## src/rtl/if_id_skid_stage.sv

```systemverilog
// IF->ID pipeline register with a one-entry skid buffer, flush and hold.
// Latency: an accepted fetch shows on the outputs after the accepting edge when the main slot is free or popping.
// Backpressure: in_ready_o is low only when the skid slot holds an entry; it comes straight from state flops.
module if_id_skid_stage #(
  parameter int unsigned       INST_W   = 32,
  parameter int unsigned       ADDR_W   = 32,
  parameter int unsigned       INT_W    = 8,
  parameter logic [INST_W-1:0] NOP_INST = INST_W'(32'h0000_0013)
) (
  input  logic              clk,
  input  logic              rst,
  input  logic              in_valid_i,
  output logic              in_ready_o,
  input  logic [INST_W-1:0] inst_i,
  input  logic [ADDR_W-1:0] inst_addr_i,
  input  logic [INT_W-1:0]  int_flag_i,
  input  logic              flush_i,
  input  logic              hold_i,
  input  logic              out_ready_i,
  output logic              out_valid_o,
  output logic [INST_W-1:0] inst_o,
  output logic [ADDR_W-1:0] inst_addr_o,
  output logic [INT_W-1:0]  int_flag_o
);

  // One fetched instruction with everything that travels alongside it.
  typedef struct packed {
    logic [INST_W-1:0] inst;
    logic [ADDR_W-1:0] addr;
    logic [INT_W-1:0]  flag;
  } entry_t;

  // EMPTY: nothing held. ONE: main slot valid. FULL: main and skid slots valid.
  typedef enum logic [1:0] {
    ST_EMPTY = 2'd0,
    ST_ONE   = 2'd1,
    ST_FULL  = 2'd2
  } state_t;

  state_t state_q;
  state_t state_d;
  entry_t main_q;
  entry_t skid_q;
  entry_t in_dat;

  logic push;
  logic pop;
  logic load_main_in;
  logic load_main_skid;
  logic load_skid;

  assign in_dat = {inst_i, inst_addr_i, int_flag_i};

  // Both handshake flags decode only the state register, so ready never
  // depends combinationally on decode-side stall or flush.
  assign in_ready_o  = (state_q != ST_FULL);
  assign out_valid_o = (state_q != ST_EMPTY);

  // hold_i looks exactly like decode not being ready.
  assign push = in_valid_i & in_ready_o;
  assign pop  = out_valid_o & out_ready_i & ~hold_i;

  // Next-state and slot-load decisions; flush discards everything including
  // a concurrent push, while a concurrent pop has already been taken by decode.
  always_comb begin
    state_d        = state_q;
    load_main_in   = 1'b0;
    load_main_skid = 1'b0;
    load_skid      = 1'b0;
    if (flush_i) begin
      state_d = ST_EMPTY;
    end else begin
      case (state_q)
        ST_EMPTY: begin
          if (push) begin
            load_main_in = 1'b1;
            state_d      = ST_ONE;
          end
        end
        ST_ONE: begin
          if (push && pop) begin
            load_main_in = 1'b1;
          end else if (push) begin
            load_skid = 1'b1;
            state_d   = ST_FULL;
          end else if (pop) begin
            state_d = ST_EMPTY;
          end
        end
        ST_FULL: begin
          // in_ready_o is low here, so only the skid-to-main shift can happen.
          if (pop) begin
            load_main_skid = 1'b1;
            state_d        = ST_ONE;
          end
        end
        default: begin
          state_d = ST_EMPTY;
        end
      endcase
    end
  end

  // Occupancy register; reset empties both slots just like a flush.
  always_ff @(posedge clk) begin
    if (!rst) begin
      state_q <= ST_EMPTY;
    end else begin
      state_q <= state_d;
    end
  end

  // Payload registers carry no reset: contents of an empty slot are never
  // visible because the outputs are masked by out_valid_o.
  always_ff @(posedge clk) begin
    if (load_main_in) begin
      main_q <= in_dat;
    end else if (load_main_skid) begin
      main_q <= skid_q;
    end
    if (load_skid) begin
      skid_q <= in_dat;
    end
  end

  // Present the main slot, or a harmless NOP with zeroed side info when empty.
  always_comb begin
    inst_o      = NOP_INST;
    inst_addr_o = '0;
    int_flag_o  = '0;
    if (out_valid_o) begin
      inst_o      = main_q.inst;
      inst_addr_o = main_q.addr;
      int_flag_o  = main_q.flag;
    end
  end

endmodule

```

## config.mk

```make
export PLATFORM = sky130hd
export DESIGN_NAME = if_id_skid_stage
export DESIGN_NICKNAME = d
export VERILOG_FILES = /design/src/rtl/if_id_skid_stage.sv
export SDC_FILE = /design/constraint.sdc
export NUM_CORES = 1
export LEC_CHECK = 0
export BUFFER_PORTS_ARGS = -buffer_cell sky130_fd_sc_hd__buf_2
export CELL_PAD_IN_SITES_DETAIL_PLACEMENT = 0
export CELL_PAD_IN_SITES_GLOBAL_PLACEMENT = 1
export CORE_MARGIN = 2
export CORE_UTILIZATION = 32
export CTS_BUF_LIST = sky130_fd_sc_hd__clkbuf_8
export CTS_CLUSTER_SIZE = 20
export DETAILED_ROUTE_END_ITERATION = 16
export GPL_TIMING_DRIVEN = 1
export PLACE_DENSITY = 0.65
export SLEW_MARGIN = 0
export SYNTH_ARGS = -nofsm -noshare
export SYNTH_HDL_FRONTEND = slang
export SYNTH_SLANG_ARGS = --single-unit
```

## constraint.sdc

```tcl
create_clock -name clk -period 6.14 [get_ports clk]
set_clock_uncertainty 0.2 [all_clocks]
set_input_delay 0.307 -clock clk [delete_from_list [all_inputs] [get_ports clk]]
set_output_delay 0.307 -clock clk [all_outputs]
set_load 0.05 [all_outputs]
```

After elaboration in Yosys (flattened, before gate mapping)
Index checks and enable logic that the tools add are counted.
{"block": "op_classes", "eq_ne": 7, "bitwise": 5, "n_reduce_logical": 6, "mux": 21}
{"cell": "72-bit two-way mux", "n": 2}
{"cell": "32-bit two-way mux", "n": 2}
{"cell": "2-bit two-way mux", "n": 5}
{"cell": "1-bit two-way mux", "n": 9}
{"cell": "8-bit two-way mux", "n": 1}
{"cell": "2-bit inequality test, second input constant", "n": 4}
{"cell": "2-bit one-hot mux with 3 select lines", "n": 1}
{"cell": "4-bit AND reduction", "n": 1}
{"cell": "2-bit nonzero test", "n": 2}
{"cell": "1-bit AND", "n": 3}
{"cell": "3-bit inequality test, second input constant", "n": 1}
{"cell": "2-bit by 1-bit equality test with 1-bit output, second input constant", "n": 1}
{"cell": "2-bit equality test, second input constant", "n": 1}
{"cell": "2-bit zero test", "n": 1}
{"cell": "1-bit NOT", "n": 2}
{"cell": "1-bit one-hot mux with 2 select lines", "n": 1}
{"cell": "2-bit OR reduction", "n": 1}
{"cell": "1-bit logical AND", "n": 1}
{"block": "word_totals", "ff_bits": 146, "out_inout_bits": 74}

Logic depth before layout (Yosys ltp)
Gate-level depths: netlist (run 1).
{"block": "logic_depth", "depth_word": 8, "mapped_depth": 4, "mapped_depth_nobuf": 3}

Least setup slack after synthesis (run 1)
Ideal clock, no wire load.
{"block": "synth_timing", "kind": "input to register", "startpoint": "in hold_i", "endpoint": "reg skid_q[0] (netlist name) (enable)", "stages": 3, "required_time_ps": 5348, "setup_ps": 592, "path_slack_ps": -89, "arrival_ps": 5437, "cell_sequence": "nand2b_4 -> nand2_1 -> nor3_1"}
{"block": "synth_via", "elab_chain_len": 6}
{"item": "from (decl)", "line_no": "18", "rtl": "input logic hold_i,"}
{"item": "1-bit NOT", "line_no": "61", "rtl": "assign pop = out_valid_o & out_ready_i & ~hold_i;"}
{"item": "1-bit AND", "line_no": "61"}
{"item": "1-bit logical AND", "line_no": "81", "rtl": "if (push && pop) begin"}
{"item": "1-bit two-way mux", "line_no": "81"}
{"item": "1-bit two-way mux", "line_no": "73", "rtl": "case (state_q)"}
{"item": "1-bit two-way mux", "line_no": "70", "rtl": "if (flush_i) begin"}
{"item": "net load_skid", "line_no": "50", "rtl": "logic load_skid;"}
{"item": "to (signal assigned)", "line_no": "122", "rtl": "skid_q <= in_dat;"}
{"item": "to (decl)", "line_no": "43", "rtl": "entry_t skid_q;"}
The timed path passes the listed nets, and every way through them passes these cells.
A chain may end at the register's enable or synchronous reset.

Worst setup path after layout (run 1)
{"block": "layout_timing", "startpoint": "reg state_q[0]", "endpoint": "out inst_addr_o[7]"}
{"block": "layout_via", "elab_chain_len": 2}
{"item": "from (decl)", "line_no": "40", "rtl": "state_t state_q;"}
{"item": "from (signal assigned)", "line_no": "109", "rtl": "state_q <= state_d;"}
{"item": "2-bit nonzero test", "line_no": "57", "rtl": "assign out_valid_o = (state_q != ST_EMPTY);"}
{"item": "32-bit two-way mux", "line_no": "131", "rtl": "if (out_valid_o) begin"}
{"item": "to (decl)", "line_no": "22", "rtl": "output logic [ADDR_W-1:0] inst_addr_o,"}
No other way between the ends.

==> results.md, run 1 <==
- Postcts setup bufs: 0
- RePlAce Congestion: 0.704
- GRT Residual Overflow: 0
- Number of synthesized flops with an enable pin: 144
- Clock buffer depth: 2
- Vias in the first global route: 3727
- Prevailing post-synth register cell: edfxtp_1
- Setup WS pre-CTS: 3.52 ns
- Die Span X: 140 µm
- Initial Util: 0.328
- Worst reg2reg path depth: 4
- Register area share after synthesis: 0.738
- Top-count cell post-synth: edfxtp_1
- Clock slew at reported path FFs: 0.08 ns
- Final Hold Fails: 0
- WS Path Type: register to primary output
- Vias per cell: 4.41
- Layout area overhead: 37.0%
- Global-route wire length before repair: 18.9 mm
- Hold WC Path Type: input port to register
- Drt wl/cell: 15.1 µm
- Unique cell type count in the Yosys netlist: 22
- Clock sink count: 146
- Leak: 3.15 nW
- Yosys reg bits: 146
- Max-cap violations: 0
- Cells after DPL: 690
- Crit path max fanout: 73
- Top-Level Pins: 152
- Worst-Margin Slew: 1.13 ns
- Ranking of synthesized cells by area: edfxtp_1, mux2_2, and2_1
- Headroom to the max-slew limit: 0.248
- Design area: 8110 µm²
- Setup TNS: 0 ns
- TritonRoute pass-1 iters: 4
- Initial antenna violation count: 0
- Finished Core Util: 0.450
- Syn Nets: 401
- Top sig layer: met4
- Status: finished clean
- Final ANT Viol Nets: 0
- Detail Placement HPWL: 6.93 mm
- Post-synth ARST share: 0
- Arr. time, crit path: 2.41 ns
- Core Region: 18000 µm²
- Slack of the critical path: 3.23 ns
- Gr usage total: 0.125
- Synth cell count leaders: edfxtp_1, and2_1, mux2_2, mux2_4, clkbuf_1
- Buffers on Ports: 151
- Final Max Slew Viols: 0
- Hold path depth: 3
- WL met2: 5.83 mm
- Synth Warn #: 0
- Num rows: 49
- H-tree depth: 4
- Later-pin clock latency in the skew report: 0.44 ns
- Remaining DRCs: 0
- Fmax: 0.343 GHz
- Synth top area share: 0.731
- Cell Area, Placed: 6880 µm²
- CTS tree: done
- VDD IR max: 122 µV
- CP Data Required Time: 5.63 ns
- Largest net degree at the start of global routing: 74
- Unrepaired setup endpoints after global routing: false
- Die ar.: 19600 µm²
- Syn Inst Count: 323
- Post-route insts no fill: 795
- WL final: 12.0 mm
- Starting DRT DRC Count: 201
- CTS Buf Count: 17
- CP endpoint kind: primary output
- Root buffer selected by CTS: clkbuf_8
- Avg Synthesized Cell Area: 18.3 µm²
- Die H: 140 µm
- Mapped Area: 5920 µm²
- Endpoints failing setup: 0
- PD cells: 288 nW/µm²
- Nets: 631
- Synth area leader: edfxtp_1
- Met3 routed WL: 610 µm
- Vias post-DR: 3504
- Post-route minimum period: 2.91 ns
- CP Launch Type: register
- Metal-1 WL: 5.32 mm
- Fin crit share: 0.475
- Layout cell share with drive strength beyond 1: 0.458
[sequential cells by signal, summed over array words and instances (netlist names)]
register / count
skid_q: 72
main_q: 72
state_q: 2
[per-stage QoR]
stage | power (W) | hold slack [ns]
after floorplan | 0.00132 | 0.206
after global placement | 0.00139 | 0.298
after detailed placement | 0.00139 | 0.298
after CTS | 0.00236 | 0.00540
after global routing | 0.00243 | 0.0201
final | 0.00234 | 0.0389
[path summary, 6_finish.rpt]
kind | slack [ns] | endpoint | start
min | 0.04 | state_q[0] | in_valid_i
min reg2reg | 0.34 | main_q[12] | skid_q[12]
max reg2reg | 3.65 | main_q[18] | state_q[1]
max | 3.23 | inst_addr_o[7] | state_q[0]
[report_power, final]
| group | leakage [nW] | internal, W | switching [W] |
|---|---|---|---|
| sequential | 1.34 | 0.00113 | 0.00000596 |
| clock | 0.240 | 0.000563 | 0.000370 |
| combinational | 1.57 | 0.000106 | 0.000161 |
| total | 3.15 | 0.00180 | 0.000537 |
[worst max-delay path: stages, from the launching register on]
cell     delay [ns]
dfxtp_1        0.46
or2_2          0.91
and2_1         0.28
buf_2          0.27
[area by class of cell]
class / instances / area, µm²
Inverter: 1 / 3.75
Antenna cell: 1 / 2.50
Clock buffer: 17 / 234
Tap cell: 229 / 287
Multi-Input combinational cell: 161 / 1450
Clock inverter: 14 / 260
Timing Repair Buffer: 226 / 1500
Sequential cell: 146 / 4360
Fill cell: 1652 / 9920
[layout by cell type (no fill, tap or decap), types with 2 or more instances in the layout]
master / Yosys / routed
mux2_2: 60 / 60
clkbuf_8: 0 / 17
and2_1: 69 / 69
buf_4: 0 / 2
buf_2: 0 / 151
clkinvlp_4: 0 / 2
nand2b_1: 5 / 5
mux2_1: 2 / 2
nand2b_4: 2 / 2
dfxtp_1: 2 / 2
clkinv_4: 0 / 2
dlygate4sd3_1: 0 / 73
mux2_4: 10 / 10
edfxtp_1: 144 / 144
bufinv_16: 0 / 7
[what timing repair did]
action,CTS,global route
resized for setup,0,0
hold buffers,73,0
hold endpoints to repair,145,0
[per-layer routing]
layer,global-route usage,vias up
met5,0,-
met2,0.205,103
li1,-,1657
met3,0.0383,15
met4,0.0579,0
met1,0.152,1729
[kinds of logic (layout without fill, tap and decap cells)]
family | Yosys count | in the layout | synth area share
other | 0 | 1 | 0
buffers and inverters | 16 | 258 | 0.0190
flip-flops | 146 | 146 | 0.738
multiplexers | 73 | 73 | 0.145
AND/OR/NAND/NOR | 84 | 84 | 0.0912
AO/OA/AOI/OAI | 4 | 4 | 0.00698
Note: power is estimated with default switching activity, not from simulation.
==> run 2, diff against run 1 <==
- ABC_AREA: unset -> 1
- PLACE_DENSITY: 0.65 -> 0.67
- clock period: 6.14 -> 2.79 ns (I/O delays scaled with it)
==> run 2 against run 1 <==
Core utilization shrank 0.59 points. Flip-flop and latch count did not move. Synthesized area up 3.3%. Clock-buffer cell count did not move. Final cell count up 30%. First-iteration DRC count up 5.5%. Combinational power grew 120%. Non-clock buffer count increased by 12. Cell area increased by 2.4%. Worst hold slack better by 0.19 ns. Clock power increased by 84%. Routed wire length up 19%. Critical path type unchanged. Critical endpoint is now int_flag_o[1]. Largest cell class unchanged. Highest routed layer unchanged.
==> results.md, run 2 <==
- Status: finished clean
- Endpoints failing setup: 0 (unchanged)
- Fin crit share: 0.816
- WL final: 14.2 mm (+19%)
- Vias post-DR: 4567 (+30%)
- Headroom to the max-slew limit: 0.426 (+0.177)
- Yosys reg bits: 146 (unchanged)
- GRT Residual Overflow: 0 (unchanged)
- Initial antenna violation count: 0 (unchanged)
- Post-synth ARST share: 0 (unchanged)
- Ant. Diodes: 0 (-1)
- Arr. time, crit path: 1.94 ns (-0.47 ns)
- Unrepaired setup endpoints after global routing: false
- Mapped Area: 6110 µm² (+3.3%)
- Final ANT Viol Nets: 0 (unchanged)
- Detail Placement HPWL: 8.49 mm (+22%)
- WS Path Type: register to primary output
- CP max stage delay: 0.37 ns (-0.54 ns)
- Synth cell count leaders: nand2_1, edfxtp_1, nor2_1, nand3_1, inv_1
- Top-count cell post-synth: nand2_1
- CTS Buf Count: 17 (unchanged)
- Hold Slack: 0.226 ns (+0.187 ns)
- Most frequent cells in the layout: buf_2, nand2_1, edfxtp_1
- Final Hold Fails: 0 (unchanged)
- Largest net degree at the start of global routing: 74 (unchanged)
- Later-pin clock latency in the skew report: 0.44 ns (about the same)
- Crit path max fanout: 33 (-55%)
- Num rows: 50 (+2.0%)
- TritonRoute pass-1 iters: 6 (+2)
- Remaining DRCs: 0 (unchanged)
- Synth Warn #: 0 (unchanged)
- CP most frequent cell: buf_4
- Number of synthesized flops with an enable pin: 144 (unchanged)
- Vias in the first global route: 4441 (+19%)
- CP endpoint kind: primary output
- Avg Synthesized Cell Area: 10.9 µm² (-41%)
- Gr usage total: 0.143 (+0.0176)
- Syn Inst Count: 561 (+74%)
- CP Data Required Time: 2.45 ns (-3.18 ns)
- Starting DRT DRC Count: 212 (+5.5%)
- Ranking of synthesized cells by area: edfxtp_1, nand2_1, nand3_1
- CP max-delay cell: buf_4
- Synth area leader: edfxtp_1
- Drt wl/cell: 13.8 µm (-8.6%)
- RePlAce Congestion: 0.710 (+0.92%)
- Worst-Margin Slew: 0.861 ns (-0.266 ns)
- Die Span X: 142 µm (+1.6%)
- VDD IR max: 231 µV (+89%)
- Buffers on Ports: 151 (unchanged)
- CP Cell Sequence: nor2_4, buf_4, buf_4, nor2_1, buf_2
- Die H: 142 µm (+1.6%)
- Largest regs: main_q (72), skid_q (72), state_q (2)
- Register area share after synthesis: 0.714 (-0.0233)
- Die ar.: 20200 µm² (+3.2%)
- Layout cell share with drive strength beyond 1: 0.250 (-0.208)
- Hold WC Path Type: input port to register
- Commonest non-fill, non-tap cell in the layout: buf_2
- Final Max Slew Viols: 0 (unchanged)
- Vias per cell: 4.42 (+0.21%)
- Prevailing post-synth register cell: edfxtp_1
- Nets: 866 (+37%)
- H-tree depth: 4 (unchanged)
- Clock slew at reported path FFs: 0.08 ns (about the same)
- Syn Nets: 639 (+59%)
- PD cells: 580 nW/µm² (+100%)
- Initial Util: 0.327 (-0.00164)
- Finished Core Util: 0.444 (-0.00586)
- Clock sink count: 146 (unchanged)
- Clock buffer depth: 2 (unchanged)
- Fmax: 0.439 GHz
- Post-route minimum period: 2.28 ns
- Top-Level Pins: 152 (unchanged)
- Root buffer selected by CTS: clkbuf_8
- CTS tree: done
- Synth top area share: 0.708 (-0.0231)
- CP Launch Type: register
- Global-route wire length before repair: 22.2 mm (+17%)
- Max-cap violations: 0 (unchanged)
- Core Region: 18700 µm² (+3.8%)
- Unique cell type count in the Yosys netlist: 17 (-23%)
- Layout area overhead: 35.9%
- Leak: 3.83 nW (+22%)
## run 2: repair_timing
| action | 4_1_cts | 5_1_grt |
|---|---|---|
| hold buffers | 77 | 0 |
| buffers inserted | 0 | 0 |
| endpoints found under the hold margin | 146 | 0 |
| gates resized for setup | 0 | 0 |
## run 2: through the flow
stage | setup slack, ns | setup TNS, ns | cells | power [W] | cell area, µm²
floorplan | -0.274 | -19.75 | 561 | 0.00289 | 6140
global placement | 0.872 | 0 | 926 | 0.00306 | 7130
detailed placement | 0.834 | 0 | 926 | 0.00307 | 7130
CTS | 0.448 | 0 | 1034 | 0.00488 | 8300
global route | 0.338 | 0 | 1034 | 0.00502 | 8300
finish | 0.512 | 0 | 1034 | 0.00482 | 8300
## run 2: per-layer routing
layer,track usage,vias up,wire length (µm)
met5,0,-,0
met4,0.0505,0,197
met3,0.0424,17,760
met2,0.235,143,6870
met1,0.180,2140,6400
li1,-,2267,-
## run 2: power by group
part	leakage [nW]	switching, W	total, W	internal [W]
logic	2.29	0.000394	0.000595	0.000201
clock network	0.201	0.000772	0.00172	0.000949
registers	1.34	0.0000166	0.00250	0.00249
total	3.83	0.00118	0.00482	0.00364
## run 2: worst max-delay path, delay by kind of cell (launching register included)
kind                   cells  cell delay [ns]
buffers and inverters      3             0.92
DFF                        1             0.35
and+or+nand+nor            2             0.23
## run 2: layout make-up
class	instances	area, µm²
Fill cell	1783	10400
Sequential cell	146	4370
Timing Repair Buffer	238	1630
Multi-Input combinational cell	309	1330
Tap cell	234	293
Inverter	76	285
Clock buffer	17	234
Clock inverter	14	170
## run 2: kinds of logic (layout without fill, tap and decap cells)
| family | count (synthesis) | in the layout | synth area share |
|---|---|---|---|
| and+or+nand+nor | 307 | 307 | 0.211 |
| buffers and inverters | 106 | 345 | 0.0729 |
| AOI/OAI and AO/OA | 2 | 2 | 0.00164 |
| DFF | 146 | 146 | 0.714 |
## run 2: path summary, 6_finish.rpt
path	startpoint	endpoint	slack (ns)	depth (start not counted)
min	inst_i[25]	skid_q[65]	0.23	2
max	state_q[1]	int_flag_o[1]	0.51	5
max reg2reg	state_q[1]	main_q[39]	0.82	6
min reg2reg	state_q[0]	state_q[1]	0.31	1
==> run 3, diff against run 2 <==
- clock period: 2.79 -> 2.26 ns (I/O delays scaled with it)
==> run 3 against run 2 <==
Flip-flop and latch count unchanged. Global-route usage is essentially flat. Highest routed layer unchanged. Die area unchanged. Non-clock buffer count increased by 2. Final cell count is 0.29% higher. Routed wire length fell by 0.73%. Sequential share of layout area shrank 0.22 points. Combinational power increased by 25%. First-iteration DRC count is 9.4% higher.
==> results.md, run 3 (synthesis gave the netlist of run 2 again) <==
- CTS Buf Count: 17 (unchanged)
- Final ANT Viol Nets: 0 (unchanged)
- VDD IR max: 306 µV (+32%)
- Endpoints failing setup: 0 (unchanged)
- Worst reg2reg path depth: 6 (unchanged)
- Crit path max fanout: 54 (+64%)
- Max-cap violations: 0 (unchanged)
- Worst R2R Setup Slack: 0.30 ns (-0.52 ns)
- Remaining DRCs: 0 (unchanged)
- Die ar.: 20200 µm² (unchanged)
- Hold WC Path Type: input port to register
- CP endpoint kind: register
- Initial Util: 0.327 (unchanged)
- Drt wl/cell: 13.6 µm (-1.0%)
- Final Hold Fails: 0 (unchanged)
- Largest regs: main_q (72), skid_q (72), state_q (2)
- Core Region: 18700 µm² (unchanged)
- RePlAce Congestion: 0.737 (+3.8%)
- Cell Area, Placed: 7170 µm² (+0.63%)
- Final Max Slew Viols: 0 (unchanged)
- Largest net degree at the start of global routing: 55 (-26%)
- Vias per cell: 4.34 (-1.8%)
- Ant. Diodes: 0 (unchanged)
- CP Launch Type: input port
- Postcts setup bufs: 0 (unchanged)
- Global-route wire length before repair: 22.3 mm (+0.34%)
- Status: finished clean
- Fmax: 0.504 GHz
- Setup TNS: 0 ns (unchanged)
- Vias in the first global route: 4504 (+1.4%)
- WP buf/inv: 4 (+1)
- CTS tree: done
- Layout area overhead: 36.5%
- Vias post-DR: 4498 (-1.5%)
- Headroom to the max-slew limit: 0.605 (+0.179)
- Post-route minimum period: 1.99 ns
- CP max-delay cell: dlygate4sd3_1
- PD cells: 702 nW/µm² (+21%)
- RR Startpoint: state_q[0]
- Root buffer selected by CTS: clkbuf_8
- Later-pin clock latency in the skew report: 0.44 ns (about the same)
- Commonest non-fill, non-tap cell in the layout: buf_2
- GRT Residual Overflow: 0 (unchanged)
- Post-route insts no fill: 1037 (+0.29%)
- Detail Placement HPWL: 8.63 mm (+1.7%)
- TritonRoute pass-1 iters: 4 (-2)
- Clock slew at reported path FFs: 0.08 ns (about the same)
- Leak: 3.86 nW (+0.64%)
- Buffers on Ports: 151 (unchanged)
- Worst-Margin Slew: 0.593 ns (-0.269 ns)
- Arr. time, crit path: 2.12 ns (+0.18 ns)
- Die H: 142 µm (unchanged)
- Fin crit share: 0.879
- CP delay by family, top: buffers and inverters
- Hold path depth: 2 (unchanged)
- Most frequent cells in the layout: buf_2, nand2_1, edfxtp_1
- Starting DRT DRC Count: 232 (+9.4%)
- Die Span X: 142 µm (unchanged)
- Unrepaired setup endpoints after global routing: false
- CP Cell Sequence: dlygate4sd3_1, buf_2, nand2_2, nand2_4, buf_12, nand2_1, nand2_1, dlygate4sd3_1, nor2_1
- Top-Level Pins: 152 (unchanged)
- Initial antenna violation count: 0 (unchanged)
- H-tree depth: 4 (unchanged)
- Cells after DPL: 927 (+0.11%)
- Finished Core Util: 0.446 (+0.00187)
- Design area: 8340 µm² (+0.42%)
- WS Path Type: input port to register
- Gr usage total: 0.143 (+0.000145)
- Num rows: 50 (unchanged)
- Worst hold start: inst_addr_i[6]
- Clock buffer depth: 2 (unchanged)
- Layout cell share with drive strength beyond 1: 0.248 (-0.00218)
- CP Data Required Time: 2.39 ns (-0.06 ns)
- Hold path endpoint: skid_q[14]
- Clock sink count: 146 (unchanged)
- WL final: 14.1 mm (-0.73%)
- CP max stage delay: 0.54 ns (+0.17 ns)
- Nets: 868 (+0.23%)
- RR Endpoint: state_q[0]
==> run 3: worst max-delay path by stage <==
stage	from	to	slack (ns)	cells past startpoint
2_1_floorplan	state_q[0]	skid_q[0]	-0.80	4
3_3_place_gp	state_q[1]	main_q[39]	0.50	6
3_5_place_dp	state_q[1]	main_q[67]	0.44	6
4_1_cts	state_q[1]	inst_o[0]	0.23	4
5_1_grt	state_q[0]	state_q[0]	0.16	6
6_report	out_ready_i	state_q[0]	0.27	9
==> run 3: repair_timing <==
item,in CTS,in global routing
setup endpoints to repair,0,0
endpoints found under the hold margin,146,0
hold buffers,78,0
gates resized for setup,0,0
==> run 3: report_power, final <==
| part | switching [W] | internal, W | total (W) | leakage [nW] |
|---|---|---|---|---|
| Sequential | 0.0000203 | 0.00307 | 0.00309 | 1.34 |
| Clock | 0.000960 | 0.00106 | 0.00202 | 0.200 |
| Combinational | 0.000486 | 0.000257 | 0.000742 | 2.31 |
==> run 3: layout make-up <==
class	count	area (µm²)
clock buffer	17	234
timing repair buffer	240	1680
fill	1788	10400
sequential	146	4370
clock inverter	15	150
tap	234	293
inverter	76	285
multi-input combinational	309	1330
==> run 3: routing by layer <==
metal	routed length, µm	GRT usage
met5	0	0
met4	259	0.0637
met3	680	0.0333
met2	6890	0.241
met1	6300	0.176
==> run 3: stage by stage <==
stage | hold WS [ns] | setup WS (ns) | power (W)
floorplan | 0.0119 | -0.804 | 0.00357
global placement | 0.105 | 0.498 | 0.00379
detailed placement | 0.107 | 0.441 | 0.00380
CTS | 0.151 | 0.232 | 0.00594
global route | 0.159 | 0.158 | 0.00611
finish | 0.187 | 0.274 | 0.00585
